**src/rtl/vga_text_pkg.sv**
```systemverilog
`default_nettype none
// ============================================================================
// Module      : vga_text_pkg
// Description : Shared definitions for the text-mode screen path: grid size
//               defaults, control codes and the writer state type.
// Revision    : 1.0 - initial release
// ============================================================================
package vga_text_pkg;

    // Default character grid and screen RAM address width
    localparam int TEXT_COLS   = 80;
    localparam int TEXT_ROWS   = 30;
    localparam int TEXT_ADDR_W = 12;

    // Cursor register widths (fixed by the port list)
    localparam int COL_W = 7;
    localparam int ROW_W = 5;

    // Control codes interpreted by the writer
    localparam logic [7:0] ASCII_LF = 8'h0A;
    localparam logic [7:0] ASCII_CR = 8'h0D;
    localparam logic [7:0] ASCII_BS = 8'h08;
    localparam logic [7:0] ASCII_FF = 8'h0C;
    localparam logic [7:0] ASCII_SP = 8'h20;

    // Writer state: clearing the screen or accepting characters
    typedef enum logic [0:0] {
        CLEAR = 1'b0,
        IDLE  = 1'b1
    } state_e;

    // Bytes that are drawn on screen rather than interpreted or dropped
    function automatic logic is_printable(input logic [7:0] b);
        return (b >= 8'h20) && (b <= 8'h7E);
    endfunction

endpackage
`default_nettype wire

```
**src/rtl/text_cursor.sv**
```systemverilog
`default_nettype none
// ============================================================================
// Module      : text_cursor
// Description : Column/row cursor with home, advance, newline, carriage
//               return and decrement operations; rows wrap without scrolling.
//               Presents the linear screen address row*COLS + col.
// Revision    : 1.0 - initial release
// ============================================================================
module text_cursor
    import vga_text_pkg::*;
#(
    parameter int COLS   = TEXT_COLS,
    parameter int ROWS   = TEXT_ROWS,
    parameter int ADDR_W = TEXT_ADDR_W
) (
    input  logic              clk,
    input  logic              reset,
    input  logic              home_i,
    input  logic              advance_i,
    input  logic              newline_i,
    input  logic              cr_i,
    input  logic              decrement_i,
    output logic [COL_W-1:0]  col_o,
    output logic [ROW_W-1:0]  row_o,
    output logic [ADDR_W-1:0] addr_o
);

    localparam logic [COL_W-1:0] COL_LAST = COL_W'(COLS - 1);
    localparam logic [ROW_W-1:0] ROW_LAST = ROW_W'(ROWS - 1);
    localparam logic [COL_W-1:0] COL_ONE  = COL_W'(1);
    localparam logic [ROW_W-1:0] ROW_ONE  = ROW_W'(1);

    logic [COL_W-1:0] col_q, col_d;
    logic [ROW_W-1:0] row_q, row_d;
    logic [ROW_W-1:0] w_row_inc;

    // Next row with wrap from the bottom row back to the top
    assign w_row_inc = (row_q == ROW_LAST) ? '0 : row_q + ROW_ONE;

    // Cursor next state; at most one operation is requested per cycle
    always_comb begin
        col_d = col_q;
        row_d = row_q;
        if (home_i) begin
            col_d = '0;
            row_d = '0;
        end else if (advance_i) begin
            if (col_q == COL_LAST) begin
                col_d = '0;
                row_d = w_row_inc;
            end else begin
                col_d = col_q + COL_ONE;
            end
        end else if (newline_i) begin
            col_d = '0;
            row_d = w_row_inc;
        end else if (cr_i) begin
            col_d = '0;
        end else if (decrement_i && (col_q != '0)) begin
            col_d = col_q - COL_ONE;
        end
    end

    // Cursor registers
    always_ff @(posedge clk or negedge reset) begin
        if (!reset) begin
            col_q <= '0;
            row_q <= '0;
        end else begin
            col_q <= col_d;
            row_q <= row_d;
        end
    end

    assign col_o = col_q;
    assign row_o = row_q;

    // Linear address; the 80-column case uses shift-add instead of a multiplier
    if (COLS == 80) begin : g_addr_shift
        logic [ADDR_W-1:0] w_row_ext;
        logic [ADDR_W-1:0] w_col_ext;
        assign w_row_ext = {{(ADDR_W-ROW_W){1'b0}}, row_q};
        assign w_col_ext = {{(ADDR_W-COL_W){1'b0}}, col_q};
        assign addr_o    = (w_row_ext << 6) + (w_row_ext << 4) + w_col_ext;
    end else begin : g_addr_mul
        assign addr_o = ADDR_W'(int'(row_q) * COLS + int'(col_q));
    end

endmodule
`default_nettype wire

```
**src/rtl/text_writer.sv**
```systemverilog
`default_nettype none
// ============================================================================
// Module      : text_writer
// Description : Character-stream writer for the text-mode screen RAM. Clears
//               the screen after reset or form feed, then accepts bytes over
//               valid/ready and issues single-byte RAM writes.
// Revision    : 1.0 - initial release
// ============================================================================
module text_writer
    import vga_text_pkg::*;
#(
    parameter int         COLS   = TEXT_COLS,
    parameter int         ROWS   = TEXT_ROWS,
    parameter int         ADDR_W = TEXT_ADDR_W,
    parameter logic [7:0] BLANK  = ASCII_SP
) (
    input  logic              clk,
    input  logic              reset,
    input  logic              in_valid,
    input  logic [7:0]        in_data,
    output logic              in_ready,
    output logic              ram_we,
    output logic [ADDR_W-1:0] ram_addr,
    output logic [7:0]        ram_data,
    output logic [COL_W-1:0]  cursor_col,
    output logic [ROW_W-1:0]  cursor_row,
    output logic              busy
);

    // One spare bit so the counter can hold COLS*ROWS as its "done" value
    localparam int                CNT_W    = ADDR_W + 1;
    localparam logic [CNT_W-1:0]  CLR_DONE = CNT_W'(COLS * ROWS);
    localparam logic [CNT_W-1:0]  CNT_ONE  = CNT_W'(1);
    localparam logic [ADDR_W-1:0] ADDR_ONE = ADDR_W'(1);

    state_e            state_q;
    logic [CNT_W-1:0]  clr_cnt_q;
    logic              in_ready_q;
    logic              busy_q;
    logic              we_q;
    logic [ADDR_W-1:0] addr_q;
    logic [7:0]        data_q;

    logic              w_accept;
    logic              w_print;
    logic              w_lf;
    logic              w_cr;
    logic              w_bs;
    logic              w_ff;
    logic              w_clr_done;
    logic [COL_W-1:0]  w_col;
    logic [ROW_W-1:0]  w_row;
    logic [ADDR_W-1:0] w_cur_addr;

    // Byte decode; in_ready_q is only high in IDLE so acceptance implies IDLE
    assign w_accept   = in_valid && in_ready_q;
    assign w_print    = w_accept && is_printable(in_data);
    assign w_lf       = w_accept && (in_data == ASCII_LF);
    assign w_cr       = w_accept && (in_data == ASCII_CR);
    assign w_bs       = w_accept && (in_data == ASCII_BS) && (w_col != '0);
    assign w_ff       = w_accept && (in_data == ASCII_FF);
    assign w_clr_done = (state_q == CLEAR) && (clr_cnt_q == CLR_DONE);

    text_cursor #(
        .COLS   (COLS),
        .ROWS   (ROWS),
        .ADDR_W (ADDR_W)
    ) u_cursor (
        .clk         (clk),
        .reset       (reset),
        .home_i      (w_clr_done),
        .advance_i   (w_print),
        .newline_i   (w_lf),
        .cr_i        (w_cr),
        .decrement_i (w_bs),
        .col_o       (w_col),
        .row_o       (w_row),
        .addr_o      (w_cur_addr)
    );

    // Writer FSM: clear sweep, character writes and registered handshake/RAM outputs
    always_ff @(posedge clk or negedge reset) begin
        if (!reset) begin
            state_q    <= CLEAR;
            clr_cnt_q  <= '0;
            in_ready_q <= 1'b0;
            busy_q     <= 1'b1;
            we_q       <= 1'b0;
            addr_q     <= '0;
            data_q     <= '0;
        end else begin
            we_q <= 1'b0;
            case (state_q)
                CLEAR: begin
                    if (clr_cnt_q == CLR_DONE) begin
                        // Last blank already presented; open the input side
                        state_q    <= IDLE;
                        in_ready_q <= 1'b1;
                        busy_q     <= 1'b0;
                    end else begin
                        we_q      <= 1'b1;
                        addr_q    <= clr_cnt_q[ADDR_W-1:0];
                        data_q    <= BLANK;
                        clr_cnt_q <= clr_cnt_q + CNT_ONE;
                    end
                end
                IDLE: begin
                    if (w_print) begin
                        we_q   <= 1'b1;
                        addr_q <= w_cur_addr;
                        data_q <= in_data;
                    end else if (w_bs) begin
                        we_q   <= 1'b1;
                        addr_q <= w_cur_addr - ADDR_ONE;
                        data_q <= BLANK;
                    end else if (w_ff) begin
                        // Address 0 goes out immediately, so the sweep resumes at 1
                        state_q    <= CLEAR;
                        in_ready_q <= 1'b0;
                        busy_q     <= 1'b1;
                        we_q       <= 1'b1;
                        addr_q     <= '0;
                        data_q     <= BLANK;
                        clr_cnt_q  <= CNT_ONE;
                    end
                end
                default: begin
                    state_q <= CLEAR;
                end
            endcase
        end
    end

    assign in_ready   = in_ready_q;
    assign busy       = busy_q;
    assign ram_we     = we_q;
    assign ram_addr   = addr_q;
    assign ram_data   = data_q;
    assign cursor_col = w_col;
    assign cursor_row = w_row;

endmodule
`default_nettype wire

```
**config.mk**
```make
export PLATFORM = sky130hd
export DESIGN_NAME = text_writer
export DESIGN_NICKNAME = d
export VERILOG_FILES = /design/src/rtl/vga_text_pkg.sv /design/src/rtl/text_cursor.sv /design/src/rtl/text_writer.sv
export SDC_FILE = /design/constraint.sdc
export NUM_CORES = 1
export LEC_CHECK = 0
export ABC_AREA = 1
export ABC_CLOCK_PERIOD_IN_PS = 2600
export CORE_ASPECT_RATIO = 1.25
export CORE_MARGIN = 5
export CORE_UTILIZATION = 55
export DETAILED_ROUTE_END_ITERATION = 6
export HOLD_SLACK_MARGIN = 0.08
export PLACE_DENSITY = 0.8
export SLEW_MARGIN = 20
export SYNTH_ARGS = -nofsm -noshare
export SYNTH_HDL_FRONTEND = slang
export SYNTH_SLANG_ARGS = --single-unit
```
**constraint.sdc**
```tcl
create_clock -name clk -period 2.6 [get_ports clk]
set_input_delay 0.65 -clock clk [delete_from_list [all_inputs] [get_ports clk]]
set_output_delay 0.65 -clock clk [all_outputs]
set_load 0.005 [all_outputs]
```
==> qor.csv, run 1 <==
metric,value,unit
clk_latency,0.31,ns
drt-initial-drc-count,160,
ys_ff_latch,49,
place_inst,572,
cts.htree.levels,2,
io_pins,46,
final_cells,582,
grt_overflow,0,
cap_viol_max_count,0,
routed_wl,8.280,mm
period_minus_slack,2.486,ns
core_region_area,6126,um^2
die_width,80.60,um
gp_congestion,0.9080,
synth.largest_area_cell,dfrtp_1,
end_kind,flop,
worstRegToRegCells,11,
p_leak,1.960,nW
drive_gt1_share,16.50,%
syn_nets,468,
fin_setup_tns,0,ns
start_util,55.94,%
ff2ff_setup_slack,0.11,ns
grt_max_degree,50,
whs,0.4319,ns
async_flop_share,100.0,%
use_met1,29.10,%
synthTopCellsByCount,"nand2_1 (85), inv_1 (59), dfrtp_1 (48)",
slew-limit-headroom,57.22,%
dieArea,7919,um^2
synth_area,3427,um^2
critPathArrivalTime,2.68,ns
hold_viol,0,
wl_per_cell,14.23,um
avgSynthCellArea,7.806,um^2
cts_buffer_depth,2,
r2r_start,u_cursor.col_o[6]$_DFFE_PN0P_,
vias,3133,
synth-edff-count,0,
met2_usage,37.12,%
synth_most_common_cell,nand2_1,
dp_hpwl,6.310,mm
antennaDiodeCount,0,
die_y,98.26,um
hold_path.class,primary input to asynchronous set/reset pin,
area_delta_synth_final,20.12,%
synth-seq-area-share,35.82,%
cp-start-kind,flop,
grt_pass1_wl,14.03,mm
utilization,67.20,%
rr_endpoint,ram_addr[9]$_DFFE_PN0P_,
ir_worst_vdd,0.0004591,V
path_clk_slew,0.10,ns
finalNetCount,525,
critPathMaxFanout,3,
grtUsageTotal,22.00,%
drc,0,
io_buffer_count,45,
row_count,32,
final_antenna_net_count,0,
tightestPinTransition,0.6417,ns
power.density,922.2,nW/um^2
ys_warn_count,0,
cts_tree,yes,
fmax,402.3,MHz
first_pass_iters,5,
status,"complete, no violations",
root_buffer,clkbuf_8,
maxSlewViolCount,0,
rsz0062_at_grt,true,
met3_usage,3.044,%
setup_viol,0,
cts_buffers,5,
synth_ff_type,dfrtp_1,
synth_cell_types,39,
netlist_instances,439,
worstPathRequired,2.79,ns
via_per_inst,5.383,
min_period_over_period,95.61,%
ys_top_cells_by_area,"dfrtp_1 (35%), nand2_1 (9.3%), inv_1 (6.5%)",
fill_cells,513,
clock_sinks,49,
synth_top_area_share,35.05,%
crit_type,flop to flop,
ctsHoldBuffers,0,
grt_pass1_vias,2983,
clock_skew,0.01218,ns
antenna_found_initial,0,
gr-max-usage-layer,met2,
## worst max-delay path by stage
stage                                        from                  endpoint  slack, ns  cells past startpoint
finish              u_cursor.col_o[6]$_DFFE_PN0P_   ram_addr[9]$_DFFE_PN0P_       0.11                     11
floorplan           u_cursor.col_o[6]$_DFFE_PN0P_  ram_addr[10]$_DFFE_PN0P_       0.14                     13
global placement                       in_data[2]   ram_addr[6]$_DFFE_PN0P_       0.09                     10
detailed placement                     in_data[6]   ram_addr[6]$_DFFE_PN0P_       0.10                     10
global route        u_cursor.col_o[6]$_DFFE_PN0P_  ram_addr[10]$_DFFE_PN0P_     -0.009                     13
CTS                 u_cursor.col_o[6]$_DFFE_PN0P_  ram_addr[10]$_DFFE_PN0P_       0.08                     13
## cell families (layout without fill, tap and decap cells)
kind of cell / after synthesis / count (layout) / share of synthesized area (%)
adder cells (fa/ha/maj): 18 / 18 / 7.010
AND/OR/NAND/NOR: 218 / 218 / 32.38
AO/OA/AOI/OAI: 58 / 58 / 10.04
buffers and inverters: 76 / 134 / 9.639
flip-flops: 49 / 49 / 35.82
XOR/XNOR: 20 / 20 / 5.111
## power breakdown
part	switching, W	internal (W)	leakage [nW]	total, W
Combinational	0.00116	0.000929	1.32	0.00209
Clock	0.000280	0.000192	0.0445	0.000472
Sequential	0.000237	0.000998	0.598	0.00124
## sequential cells by signal (all words and copies together) (netlist names), 5 cells and up
name and flops:
clr_cnt_q 13, ram_addr 12, ram_data 8, u_cursor.col_o 7, u_cursor.row_o 5
## critical path: stages, from the launching register on
cell	delay, ns
dfrtp_1	0.37
inv_2	0.06
fa_1	0.53
fa_2	0.59
inv_1	0.07
nor2_1	0.12
nand3_2	0.12
inv_1	0.10
nand2_1	0.09
xor2_2	0.16
nand2_1	0.06
o211ai_1	0.08
## area by class of cell
type / instances / area, um^2 / share of cell area (%)
clock buffer: 5 / 68.82 / 1.672
sequential: 49 / 1229 / 29.85
timing repair buffer: 59 / 550.5 / 13.37
clock inverter: 3 / 21.27 / 0.5167
tap: 85 / 106.4 / 2.584
inverter: 67 / 254.0 / 6.170
multi-input combinational: 314 / 1887 / 45.84
## layout by cell type, fill, tap and decap left out, drive strengths merged, types with 10 or more instances in the layout
cell type,instances
a21oi,14
buf,15
ha,16
nand2,99
nor2,35
nand4,17
o22ai,10
clkdlybuf4s50,44
xor2,17
nor3,10
dfrtp,48
o21ai,27
inv,68
nand3,50
## stage by stage
step | setup slack, ns | area, um^2 | total power, W
after floorplan | 0.1428 | 3427 | 0.002547
after detailed placement | 0.1007 | 3993 | 0.003264
after CTS | 0.07868 | 4083 | 0.003743
after global placement | 0.08948 | 3993 | 0.003202
final | 0.1141 | 4116 | 0.003796
after global routing | -0.008721 | 4116 | 0.004121
## timing repair
action,CTS,global route
buffers inserted,0,2
resized for setup,0,8
endpoints found under the setup margin,0,3
## per-layer routing
metal  up-vias  wire length [um]
li1       1568                 -
met1      1497              3686
met2        52              4212
met3        16               202
met4         0               177
met5         -                 0
No activity file was read; power rests on OpenSTA's default activity.
==> inputs of run 2 (changes only) <==
- CTS_BUF_LIST: unset -> sky130_fd_sc_hd__clkbuf_4 sky130_fd_sc_hd__clkbuf_8
==> results of run 2 <==
Same layout as run 1: the final DEF is identical, and so are final timing and power.
==> inputs of run 3 (changes only) <==
- SETUP_SLACK_MARGIN: unset -> 0.4
==> qor.csv, run 3 (synthesis results as in run 1) <==
metric,value,unit,change
grt_pass1_vias,3073,,+3.0%
area_delta_synth_final,24.94,%,
cap_viol_max_count,0,,unchanged
end_kind,flop,,
final_common_cell,nand2_1,,
critPathArrivalTime,2.64,ns,-0.04 ns
cts_tree,yes,,
routed_wl,8.865,mm,+7.1%
cts.htree.levels,2,,unchanged
cpMaxStageDelayCell,fa_2,,
r2r_start,u_cursor.row_o[2]$_DFFE_PN0P_,,
top_register,clr_cnt_q,,
final_antenna_net_count,0,,unchanged
antennaDiodeCount,0,,unchanged
p_switching,0.001842,W,+9.8%
final_cell_mix,"nand2_1 (80), inv_1 (53), dfrtp_1 (45), clkdlybuf4s50_1 (44), nand3_1 (41)",,
cp-start-kind,flop,,
status,"complete, no violations",,
first_pass_iters,5,,unchanged
io_buffer_count,45,,unchanged
cts_buffer_depth,2,,unchanged
row_count,32,,unchanged
crit_top_cell,nand3_2,,
grt_max_degree,50,,unchanged
intPower,0.002363,W,+12%
drt-initial-drc-count,149,,-6.9%
period_minus_slack,2.445,ns,-0.04100 ns
wl_per_cell,14.92,um,+4.9%
antenna_found_initial,0,,unchanged
grt_overflow,0,,unchanged
drc,0,,unchanged
fin_setup_tns,0,ns,unchanged
start_util,55.94,%,unchanged
tightestPinTransition,0.6327,ns,-0.009053 ns
ctsHoldBuffers,0,,unchanged
swShare,43.81,%,-0.38 points
worstRegToRegCells,12,,+1
hold_viol,0,,unchanged
setup_viol,0,,unchanged
slew-limit-headroom,57.82,%,+0.60 points
rsz0062_at_grt,true,,
clkPwrFrac,10.9,%,-1.5 points
crit_type,flop to flop,,
die_width,80.60,um,unchanged
rr_endpoint,ram_addr[10]$_DFFE_PN0P_,,
pwr-share-seq,29.5,%,-3.1 points
dieArea,7919,um^2,unchanged
finalNetCount,537,,+2.3%
die_y,98.26,um,unchanged
largest_reg_flops,13,,unchanged
vias,3233,,+3.2%
grtUsageTotal,22.12,%,+0.12 points
final_cells,594,,+2.1%
hold_path.class,primary input to asynchronous set/reset pin,,
drive_gt1_share,22.00,%,+5.5 points
gp_congestion,0.9010,,-0.77%
core_region_area,6126,um^2,unchanged
cts_buffers,5,,unchanged
place_inst,571,,-0.17%
max_stage_delay,0.60,ns,about the same
clock_sinks,49,,unchanged
maxSlewViolCount,0,,unchanged
p_comb_share,59.6,%,+4.6 points
via_per_inst,5.443,,+1.1%
p_leak,2.010,nW,+2.6%
fmax,409.0,MHz,+1.7%
ff2ff_setup_slack,0.16,ns,+0.04 ns
grt_pass1_wl,13.97,mm,-0.49%
critPathMaxFanout,4,,+1
dp_hpwl,6.253,mm,-0.89%
io_pins,46,,unchanged
fill_cells,501,,-2.3%
worstPathRequired,2.80,ns,about the same
clock_skew,0.01018,ns,-0.001992 ns
power.density,982.0,nW/um^2,+6.5%
path_cells,inv_2 > fa_2 > inv_1 > ha_1 > nand3_2 > nand3_1 > nand2_2 > nor2_4 > nand3_2 > or2_0 > nand3_1 > nand3_2,,
min_period_over_period,94.04,%,-1.6 points
ir_worst_vdd,0.0005476,V,+19%
clk_latency,0.31,ns,about the same
root_buffer,clkbuf_8,,
path_clk_slew,0.10,ns,about the same
-- run 3: cell types whose count changed in the layout (fill, tap and decap cells not counted), moves of 3 or more --
cell	change
inv_2	+4
buf_4	+10
ha_1	-3
nand2_1	-4
inv_1	-4
nand2_2	+3
-- run 3: routing by layer --
| metal | vias up | part of all wire (%) | global-route usage (%) |
|---|---|---|---|
| met5 | - | 0 | 0 |
| met4 | 0 | 2.5 | 8.062 |
| met3 | 19 | 4.0 | 2.768 |
| met2 | 83 | 53 | 38.07 |
| met1 | 1545 | 40 | 28.03 |
| li1 | 1586 | - | - |
-- run 3: power by group through the flow --
stage | sequential, W | clock, W | combinational, W
final | 0.00124 | 0.000458 | 0.00251
after CTS | 0.00124 | 0.000462 | 0.00226
after global routing | 0.00127 | 0.000497 | 0.00276
after floorplan | 0.00124 | 0 | 0.00136
after global placement | 0.00126 | 0 | 0.00200
after detailed placement | 0.00126 | 0 | 0.00205
-- run 3: how the worst max path moves through the flow --
| stage | start | end | slack [ns] | depth (start not counted) |
|---|---|---|---|---|
| floorplan | u_cursor.row_o[0]$_DFFE_PN0P_ | ram_addr[10]$_DFFE_PN0P_ | 0.29 | 13 |
| global placement | in_data[2] | ram_addr[6]$_DFFE_PN0P_ | 0.12 | 10 |
| detailed placement | in_data[2] | ram_addr[6]$_DFFE_PN0P_ | 0.09 | 10 |
| CTS | u_cursor.col_o[6]$_DFFE_PN0P_ | ram_addr[9]$_DFFE_PN0P_ | 0.26 | 11 |
| global route | u_cursor.row_o[2]$_DFFE_PN0P_ | ram_addr[10]$_DFFE_PN0P_ | 0.05 | 15 |
| finish | u_cursor.row_o[2]$_DFFE_PN0P_ | ram_addr[10]$_DFFE_PN0P_ | 0.16 | 12 |
-- run 3: critical path, delay by kind of cell, from the launching register on --
kind | cells | cell delay [ns]
adders and majority gates | 2 | 0.92
buffers and inverters | 2 | 0.12
and+or+nand+nor | 8 | 0.90
DFF | 1 | 0.39
-- run 3: stage by stage --
step	area, um^2	hold slack, ns	power [W]	setup WS (ns)	util (%)
global route	4282	0.4854	0.004527	0.04798	69.89
floorplan	3452	0.3544	0.002605	0.2932	-
detailed placement	4010	0.4678	0.003317	0.08773	65.46
global placement	4010	0.4645	0.003254	0.1225	65.46
CTS	4192	0.4601	0.003956	0.2609	68.42
finish	4282	0.4338	0.004205	0.1551	69.89
-- run 3: cell type report --
| cell class | count | area, um^2 | area share, % |
|---|---|---|---|
| multi-input combinational | 314 | 1962 | 45.82 |
| sequential | 49 | 1231 | 28.76 |
| timing repair buffer | 71 | 641.9 | 14.99 |
| inverter | 67 | 254.0 | 5.932 |
| tap | 85 | 106.4 | 2.484 |
| clock buffer | 5 | 68.82 | 1.607 |
| clock inverter | 3 | 17.52 | 0.4091 |
-- run 3: timing repair --
action | CTS | global route
setup buffers | 7 | 8
setup endpoints to repair | 5 | 20
resized for setup | 9 | 9
gates cloned | 0 | 0
endpoints found under the hold margin | 0 | 0
pin swaps | 4 | 9
